$ cat src/rtl/status_event_capture.sv
// status_event_capture
//   Conditions raw hardware status nets before they reach the UDB status
//   register. Each input is synchronized, then either passed through as a
//   level or captured as a sticky rising edge. Sticky bits also track
//   overrun (a second edge before firmware read the first). A registered,
//   masked OR of the conditioned status drives the interrupt.
//
// Ports
//   clock       single clock for all state
//   reset       synchronous, active-high
//   status_in   [7:0] raw status nets
//   read_clear  one-cycle firmware read strobe; clears sticky and overrun bits
//   status_out  [7:0] conditioned status to the status register
//   overrun     [7:0] per sticky bit: new edge while the bit was already set
//   intr        registered OR of (status_out & IntMask), active bits only
module status_event_capture #(
  parameter int         NumInputs  = 8,
  parameter int         SyncStages = 2,
  parameter logic [7:0] StickyMask = 8'h00,
  parameter logic [7:0] IntMask    = 8'h7F
) (
  input  logic       clock,
  input  logic       reset,
  input  logic [7:0] status_in,
  input  logic       read_clear,
  output logic [7:0] status_out,
  output logic [7:0] overrun,
  output logic       intr
);

  function automatic logic [7:0] active_mask_f();
    logic [7:0] m;
    m = '0;
    for (int i = 0; i < 8; i++) begin
      m[i] = (i < NumInputs);
    end
    return m;
  endfunction

  localparam logic [7:0] ActiveMask = active_mask_f();
  localparam logic [7:0] StickyAct  = StickyMask & ActiveMask;
  localparam logic [7:0] IntAct     = IntMask & ActiveMask;
  localparam logic [1:0] ArmCount   = 2'(SyncStages + 1);

  logic [7:0] s;
  logic [7:0] s_d;
  logic [1:0] arm_cnt;
  logic       armed;
  logic [7:0] edge_det;
  logic [7:0] next_status;
  logic [7:0] next_overrun;

  // Inactive bits are masked before the first flop so their synchronizer
  // collapses to constants.
  generate
    if (SyncStages == 0) begin : g_sync0
      assign s = status_in & ActiveMask;
    end else if (SyncStages == 1) begin : g_sync1
      logic [7:0] sync_q;
      always_ff @(posedge clock) begin
        if (reset) sync_q <= '0;
        else       sync_q <= status_in & ActiveMask;
      end
      assign s = sync_q;
    end else begin : g_sync2
      logic [7:0] sync_q1;
      logic [7:0] sync_q2;
      always_ff @(posedge clock) begin
        if (reset) begin
          sync_q1 <= '0;
          sync_q2 <= '0;
        end else begin
          sync_q1 <= status_in & ActiveMask;
          sync_q2 <= sync_q1;
        end
      end
      assign s = sync_q2;
    end
  endgenerate

  // Edges are ignored until the synchronizer pipeline and s_d have filled
  // with real input values, so inputs already high at reset exit do not
  // look like fresh rising edges.
  assign armed = (arm_cnt == ArmCount);

  always_ff @(posedge clock) begin
    if (reset)       arm_cnt <= '0;
    else if (!armed) arm_cnt <= arm_cnt + 2'd1;
  end

  always_comb begin
    edge_det     = s & ~s_d & {8{armed}};
    // Sticky: a new edge beats read_clear; level: follow s.
    next_status  = (StickyMask & (edge_det | (status_out & ~{8{read_clear}})))
                 | (~StickyMask & s);
    next_status  = next_status & ActiveMask;
    next_overrun = '0;
    if (!read_clear) begin
      next_overrun = (overrun | (edge_det & status_out)) & StickyAct;
    end
  end

  always_ff @(posedge clock) begin
    if (reset) begin
      s_d        <= '0;
      status_out <= '0;
      overrun    <= '0;
      intr       <= 1'b0;
    end else begin
      s_d        <= s;
      status_out <= next_status;
      overrun    <= next_overrun;
      intr       <= |(next_status & IntAct);
    end
  end

endmodule
$ cat config.mk
export PLATFORM = sky130hd
export DESIGN_NAME = status_event_capture
export DESIGN_NICKNAME = d
export VERILOG_FILES = /design/src/rtl/status_event_capture.sv
export SDC_FILE = /design/constraint.sdc
export NUM_CORES = 1
export LEC_CHECK = 0
export ABC_AREA = 1
export CAP_MARGIN = 20
export CORE_UTILIZATION = 38
export DETAILED_ROUTE_END_ITERATION = 6
export PLACE_DENSITY_LB_ADDON = 0.15
export SYNTH_ARGS = -nofsm -noshare
export SYNTH_HDL_FRONTEND = slang
export SYNTH_SLANG_ARGS = --single-unit
$ cat constraint.sdc
create_clock -name clock -period 0.8 [get_ports clock]
set_input_delay 0.16 -clock clock [delete_from_list [all_inputs] [get_ports clock]]
set_output_delay 0.16 -clock clock [all_outputs]
set_load 0.01 [all_outputs]
Word-level counts from Yosys, hierarchy flattened
Cells that the tools add are included.
{ "totals": {"register_bits": 25, "out_inout_bits": 17, "latchBits": 0, "mem_bits_rw": 0, "memories": 0, "romBits": 0} }
{ "classes": {"magnitude_cmp": 0, "n_div": 0, "n_addsub": 0, "shifts": 0, "n_mul": 0, "n_reduce_logical": 1, "muxes": 0, "n_eq_ne": 0, "bitwise_logic": 0} }
{ "ops": {"columns": ["operator", "n"], "rows": [
  ["OR reduction 7 bit", 1]
]} }

Depth between registers and ports, before layout
Gate-level depths: netlist of run 1.
{ "logic_depth": {"depth_word": 1, "depth_mapped": 4} }

Worst setup path before layout of run 1
Ideal clock, no wire load.
{ "synth_timing": {"kind": "register to register", "startpoint": "register g_sync2.sync_q2[6]", "endpoint": "register intr", "arrival_ps": 543, "stages_incl_launch_ff": 5, "setup_slack_ps": 146, "synth_period_minus_slack_ps": 654, "path_buffers": 0, "cell_sequence": "dfxtp_1 nor2_1 nand2_1 nor2_1 nor2_1"} }
{ "synth_via": {"elab_chain_cells": 1} }
{ "synth_lines": {"columns": ["element", "line_no", "rtl"], "rows": [
  ["start: declaration", "67", "logic [7:0] sync_q2;"],
  ["start signal: assignment", "74", "sync_q2 <= sync_q1;"],
  ["OR reduction 7 bit", "113", "intr <= |(next_status & IntAct);"],
  ["end signal: assignment", "113", null],
  ["end: declaration", "28", "output logic intr"]
]} }
No other way between the ends.
A chain may end at the register's enable or synchronous reset.

Worst setup path after layout of run 1
{ "layout_timing": {"startpoint": "register status_out[7]", "endpoint": "output status_out[7]"} }
{ "layout_rtl": {"columns": ["element", "line_no", "rtl"], "rows": [
  ["start: declaration", "26", "output logic [7:0] status_out,"],
  ["start signal: assignment", "111", "status_out <= next_status;"]
]} }
No word-level cell between the ends.

==> results of run 1 <==
[kinds of logic after synthesis]
| logic type | count (synthesis) | synth area share [%] |
|---|---|---|
| AND/OR/NAND/NOR | 31 | 14.7 |
| buffers and inverters | 35 | 22.8 |
| flip-flops | 25 | 62.0 |
| other | 1 | 0.465 |
[cell type report]
class | instances | area, um^2 | share of cell area [%]
clock buffers | 4 | 26.3 | 2.67
inverters | 24 | 90.1 | 9.15
multi-input cells | 39 | 149 | 15.1
flip-flops and latches | 25 | 505 | 51.3
well taps | 27 | 33.8 | 3.43
repair buffers | 19 | 180 | 18.3
[worst max path at each step]
stage | start | endpoint | slack, ns | cells past startpoint
final | status_out[7] | status_out[7] | -0.10 | 1
after global routing | status_out[2] | status_out[2] | -0.16 | 1
after CTS | status_out[7] | status_out[7] | -0.13 | 1
after detailed placement | reset | g_sync2.sync_q1[5] | -0.23 | 3
after global placement | reset | intr | -0.21 | 3
after floorplan | g_sync2.sync_q2[6] | intr | 0.15 | 4
[power groups by stage]
stage,registers [W],logic [W],clock network [W]
finish,0.00131,0.000170,0.000508
global route,0.00132,0.000198,0.000599
CTS,0.00131,0.000168,0.000540
detailed placement,0.00134,0.000181,0
global placement,0.00134,0.000178,0
floorplan,0.00135,0.000123,0
[cells in the mapped netlist]
cell | count | area (um^2)
nor2_1 | 28 | 105
dfxtp_1 | 25 | 500
buf_4 | 8 | 60.1
nand2_1 | 2 | 7.51
conb_1 | 1 | 3.75
buf_6 | 3 | 33.8
nor2_2 | 1 | 6.26
inv_1 | 24 | 90.1
[registers in the layout, summed over array words and instances (netlist names)]
register	count
intr	1
g_sync2.sync_q2	8
status_out	8
g_sync2.sync_q1	8
[metal layers]
layer,vias to the layer above,global-route usage [%],routed length [um]
met5,-,0,0
met4,0,8.33,19
met3,2,2.26,61
met2,18,13.8,415
met1,182,10.8,338
li1,272,-,-
[stage by stage]
step                power, W  setup TNS, ns  worst slack [ns]  hold slack [ns]  instance area [um^2]
floorplan            0.00147              0             0.146            0.267                   833
global placement     0.00152          -6.54            -0.208            0.391                   973
detailed placement   0.00152          -6.84            -0.225            0.393                   973
CTS                  0.00202          -1.02            -0.126            0.350                   962
global route         0.00212          -1.38            -0.164            0.352                   985
finish               0.00199         -0.855            -0.103            0.360                   985
==> metrics.cfg, run 1 <==
[outcome]
status=complete, but fails checks
violations=negative setup slack

[pwr]
p_int_w=0.00158
p_switching_w=0.000412
ir_drop_mv=0.853
p_seq_share_pct=65.9
powerDensity_mw_per_mm2=2020
power_leakage_nw=0.488
clock_power_share_pct=25.5
pwr-share-comb_pct=8.5
p_sw_share_pct=20.7

[clock_tree]
htreeDepth=1
cts_resized=38
root_buffer=clkbuf_4
holdBufCountCts=0
clock_latency_ns=0.29
cts_tree=done
clkTransAtPathRegs_ns=0.12
cts_sinks=25
cts.path.max_buffers=2
post_cts_buffers=0
cts_made_buffers=3

[final_layout]
syn_to_final_growth_pct=22.0
antennaDiodeCount=0
fin_nets=123
fillers=192
final_cell_mix=nor2_1, inv_1, dfxtp_1
utilization_pct=49.7
drive_gt1_share_pct=16.2
layoutNonFillerInstCount=138
final_common_cell=nor2_1

[sta]
fin_crit_ns=0.903
drv_slew=0
finalClockSkew_ns=0.000975
fin_crit_sh_pct=113
final-setup-viol-count=9
rsz0062_at_grt=true
fin_ws_ns=-0.103
max_freq_mhz=1110
finalHoldViolCount=0

[placed_design]
hpwl_um=606
gp_congestion=0.727
placed_cells=134
port_buffers=18

[route]
routed-via-count=474
postRouteAntennaNets=0
first_pass_iters=2
wl_per_cell_um=6.05
wl_um=835
drt_iter0_drc=2
drcViolationCount=0
detail_route.vias_per_cell=3.43

[global_route]
antenna_found_initial=0
grt_pass1_wl_um=1370
first_global_vias=355
grt_max_degree=26
grt_overflow=0
grt.total_usage_pct=9.23

[floorplan]
die-area_mm2=0.00231
design.core.area_mm2=0.00198
dieHeight_um=48.1
io_pins=28
die_x_um=48.1
core.rowCount=16
initial_core_util_pct=40.7

[setup_path]
cp_top_family=flip-flops
start_kind=flop
slowest_stage=dfxtp_2
worstPathArrival_ns=0.74
slowest_delay_ns=0.34
cp-end-kind=output port
r2r_slack_ns=0.09
required_ns=0.64
critPathMaxFanout=1
reg2reg_from=g_sync2.sync_q2[6]
worstSetupPathType=reg2out
rr_worst_depth=4
r2r-end=intr
path_cells=buf_6
path_buf_inv=1

[min_path]
min_to=g_sync2.sync_q1[3]
holdPathStages=3
min_path_type=in2reg
hold_path_startpoint=status_in[3]

[logic_synthesis]
synthCells=92
yosysSeqAreaShare_pct=62.0
syn-cell-area_um2=807
ys_ff_latch=25
yosys_warnings=0
synth.avg_cell_area_um2=8.77
synth.distinct_cells=8

[flow_run]
cap_violations=0

Power figures use the tool's default switching activity.
==> run 2, diff against run 1 <==
--- a/config.mk
+++ b/config.mk
@@ -9,7 +9,7 @@
 export CAP_MARGIN = 20
 export CORE_UTILIZATION = 38
 export DETAILED_ROUTE_END_ITERATION = 6
-export PLACE_DENSITY_LB_ADDON = 0.15
+export PLACE_DENSITY = 0.72
 export SYNTH_ARGS = -nofsm -noshare
 export SYNTH_HDL_FRONTEND = slang
 export SYNTH_SLANG_ARGS = --single-unit
==> metrics.cfg, run 2 (synthesized netlist as in run 1, its figures left out) <==
[outcome]
status=complete, but fails checks
violations=negative setup slack

[global_route]
grt_max_degree=26  ; unchanged
antenna_found_initial=0  ; unchanged
grt_overflow=0  ; unchanged
grt.total_usage_pct=8.59  ; -0.64 points
first_global_vias=329  ; -7.3%
grt_pass1_wl_um=1250  ; -9.1%

[final_layout]
top_regs=g_sync2.sync_q1: 8 flops, g_sync2.sync_q2: 8 flops, status_out: 8 flops
multiInputGateArea_um2=149  ; unchanged
layoutNonFillerInstCount=138  ; unchanged
fin_nets=123  ; unchanged
drive_gt1_share_pct=16.2  ; unchanged
antennaDiodeCount=0  ; unchanged
final_common_cell=nor2_1
fillers=181  ; -5.7%
final_cell_mix=nor2_1, inv_1, dfxtp_1
seqCellArea_um2=504  ; -0.25%
syn_to_final_growth_pct=21.2

[clock_tree]
cts_sinks=25  ; unchanged
cts.path.max_buffers=2  ; unchanged
cts_tree=done
post_cts_buffers=0  ; unchanged
holdBufCountCts=0  ; unchanged
clkTransAtPathRegs_ns=0.13  ; about the same
clock_latency_ns=0.31  ; +0.02 ns
root_buffer=clkbuf_4
cts_made_buffers=3  ; unchanged
htreeDepth=1  ; unchanged

[route]
first_pass_iters=3  ; +1
wl_um=909  ; +8.9%
wl_per_cell_um=6.59  ; +8.9%
detail_route.vias_per_cell=3.65  ; +6.3%
routed-via-count=504  ; +6.3%
drt_iter0_drc=5  ; +3
postRouteAntennaNets=0  ; unchanged
drcViolationCount=0  ; unchanged

[pwr]
power_w=0.00201  ; +0.88%
powerDensity_mw_per_mm2=2050  ; +1.5%
ir_drop_mv=0.689  ; -19%
power_leakage_nw=0.490  ; +0.31%

[min_path]
min_to=g_sync2.sync_q1[3]
holdPathStages=3  ; unchanged
hold_path_startpoint=status_in[3]
min_path_type=in2reg

[floorplan]
initial_core_util_pct=40.7  ; unchanged
die-area_mm2=0.00231  ; unchanged
design.core.area_mm2=0.00198  ; unchanged
io_pins=28  ; unchanged
core.rowCount=16  ; unchanged
die_x_um=48.1  ; unchanged
dieHeight_um=48.1  ; unchanged

[setup_path]
slowest_delay_ns=0.34  ; about the same
cp_top_family=flip-flops
r2r-end=intr
r2r_slack_ns=0.09  ; about the same
worstPathArrival_ns=0.75  ; about the same
slowest_stage=dfxtp_2
path_buf_inv=1  ; unchanged
path_cells=buf_6
start_kind=flop
critPathMaxFanout=1  ; unchanged
worstSetupPathType=reg2out
rr_worst_depth=4  ; unchanged
cp-end-kind=output port
reg2reg_from=g_sync2.sync_q2[6]
required_ns=0.64  ; about the same

[sta]
fin_crit_ns=0.911  ; +0.00780 ns
final-setup-viol-count=9  ; unchanged
fin_ws_ns=-0.111  ; -0.00780 ns
fin_crit_sh_pct=114  ; +0.97 points
finalClockSkew_ns=0.00625  ; +0.00528 ns
final.setup.tns_ns=-0.951  ; -0.0954 ns
rsz0062_at_grt=true
drv_slew=0  ; unchanged
max_freq_mhz=1100  ; -0.86%
finalHoldViolCount=0  ; unchanged
hold_ws_ns=0.346  ; -0.0136 ns

[placed_design]
dp_slack_ns=-0.215  ; +0.0105 ns
placed_cells=134  ; unchanged
hpwl_um=634  ; +4.6%
gp_congestion=0.675  ; -7.3%
port_buffers=18  ; unchanged

[flow_run]
cap_violations=0  ; unchanged

## run 2: cell types whose count changed in the layout (fill, tap and decap cells not counted)
cell	delta
buf_2	+1
dfxtp_2	-1
buf_6	-1
dfxtp_1	+1
clkbuf_1	-1
clkinv_2	+1
## run 2: cell type report
class | instances | area share (%)
clock buffer | 3 | 2.30
clock inverter | 1 | 0.512
tap | 27 | 3.45
timing repair buffer | 19 | 17.8
multi-input combinational | 39 | 15.2
inverter | 24 | 9.21
sequential | 25 | 51.5
## run 2: how the worst max path moves through the flow
| stage | startpoint | slack [ns] | to | depth (start not counted) |
|---|---|---|---|---|
| 6_report | status_out[7] | -0.11 | status_out[7] | 1 |
| 3_3_place_gp | reset | -0.20 | intr | 3 |
| 5_1_grt | status_out[2] | -0.16 | status_out[2] | 1 |
| 2_1_floorplan | g_sync2.sync_q2[6] | 0.15 | intr | 4 |
| 4_1_cts | intr | -0.12 | intr | 1 |
| 3_5_place_dp | reset | -0.21 | g_sync2.sync_q2[4] | 3 |
## run 2: power by group
group,switching (W),internal [W],total (W),leakage (nW)
logic,0.0000829,0.0000862,0.000169,0.265
clock network,0.000340,0.000186,0.000527,0.0177
registers,0.0000151,0.00130,0.00131,0.207
## run 2: what timing repair did
item,in CTS,in global routing
resized for setup,36,6
setup endpoints to repair,9,9
hold endpoints to repair,0,0
## run 2: per-stage QoR
stage,util (%),instance area (um^2)
final,49.4,978
after global routing,49.4,978
after CTS,48.2,956
after detailed placement,49.1,973
after global placement,49.1,973
after floorplan,-,833
## run 2: per-layer routing
metal / part of all wire (%) / GRT usage (%) / routed length (um) / vias to the layer above
met2: 49 / 13.0 / 441 / 20
met3: 6.5 / 2.26 / 59 / 4
met4: 4.7 / 10.0 / 43 / 0
met1: 40 / 8.92 / 364 / 208
met5: 0 / 0 / 0 / -
li1: - / - / - / 272
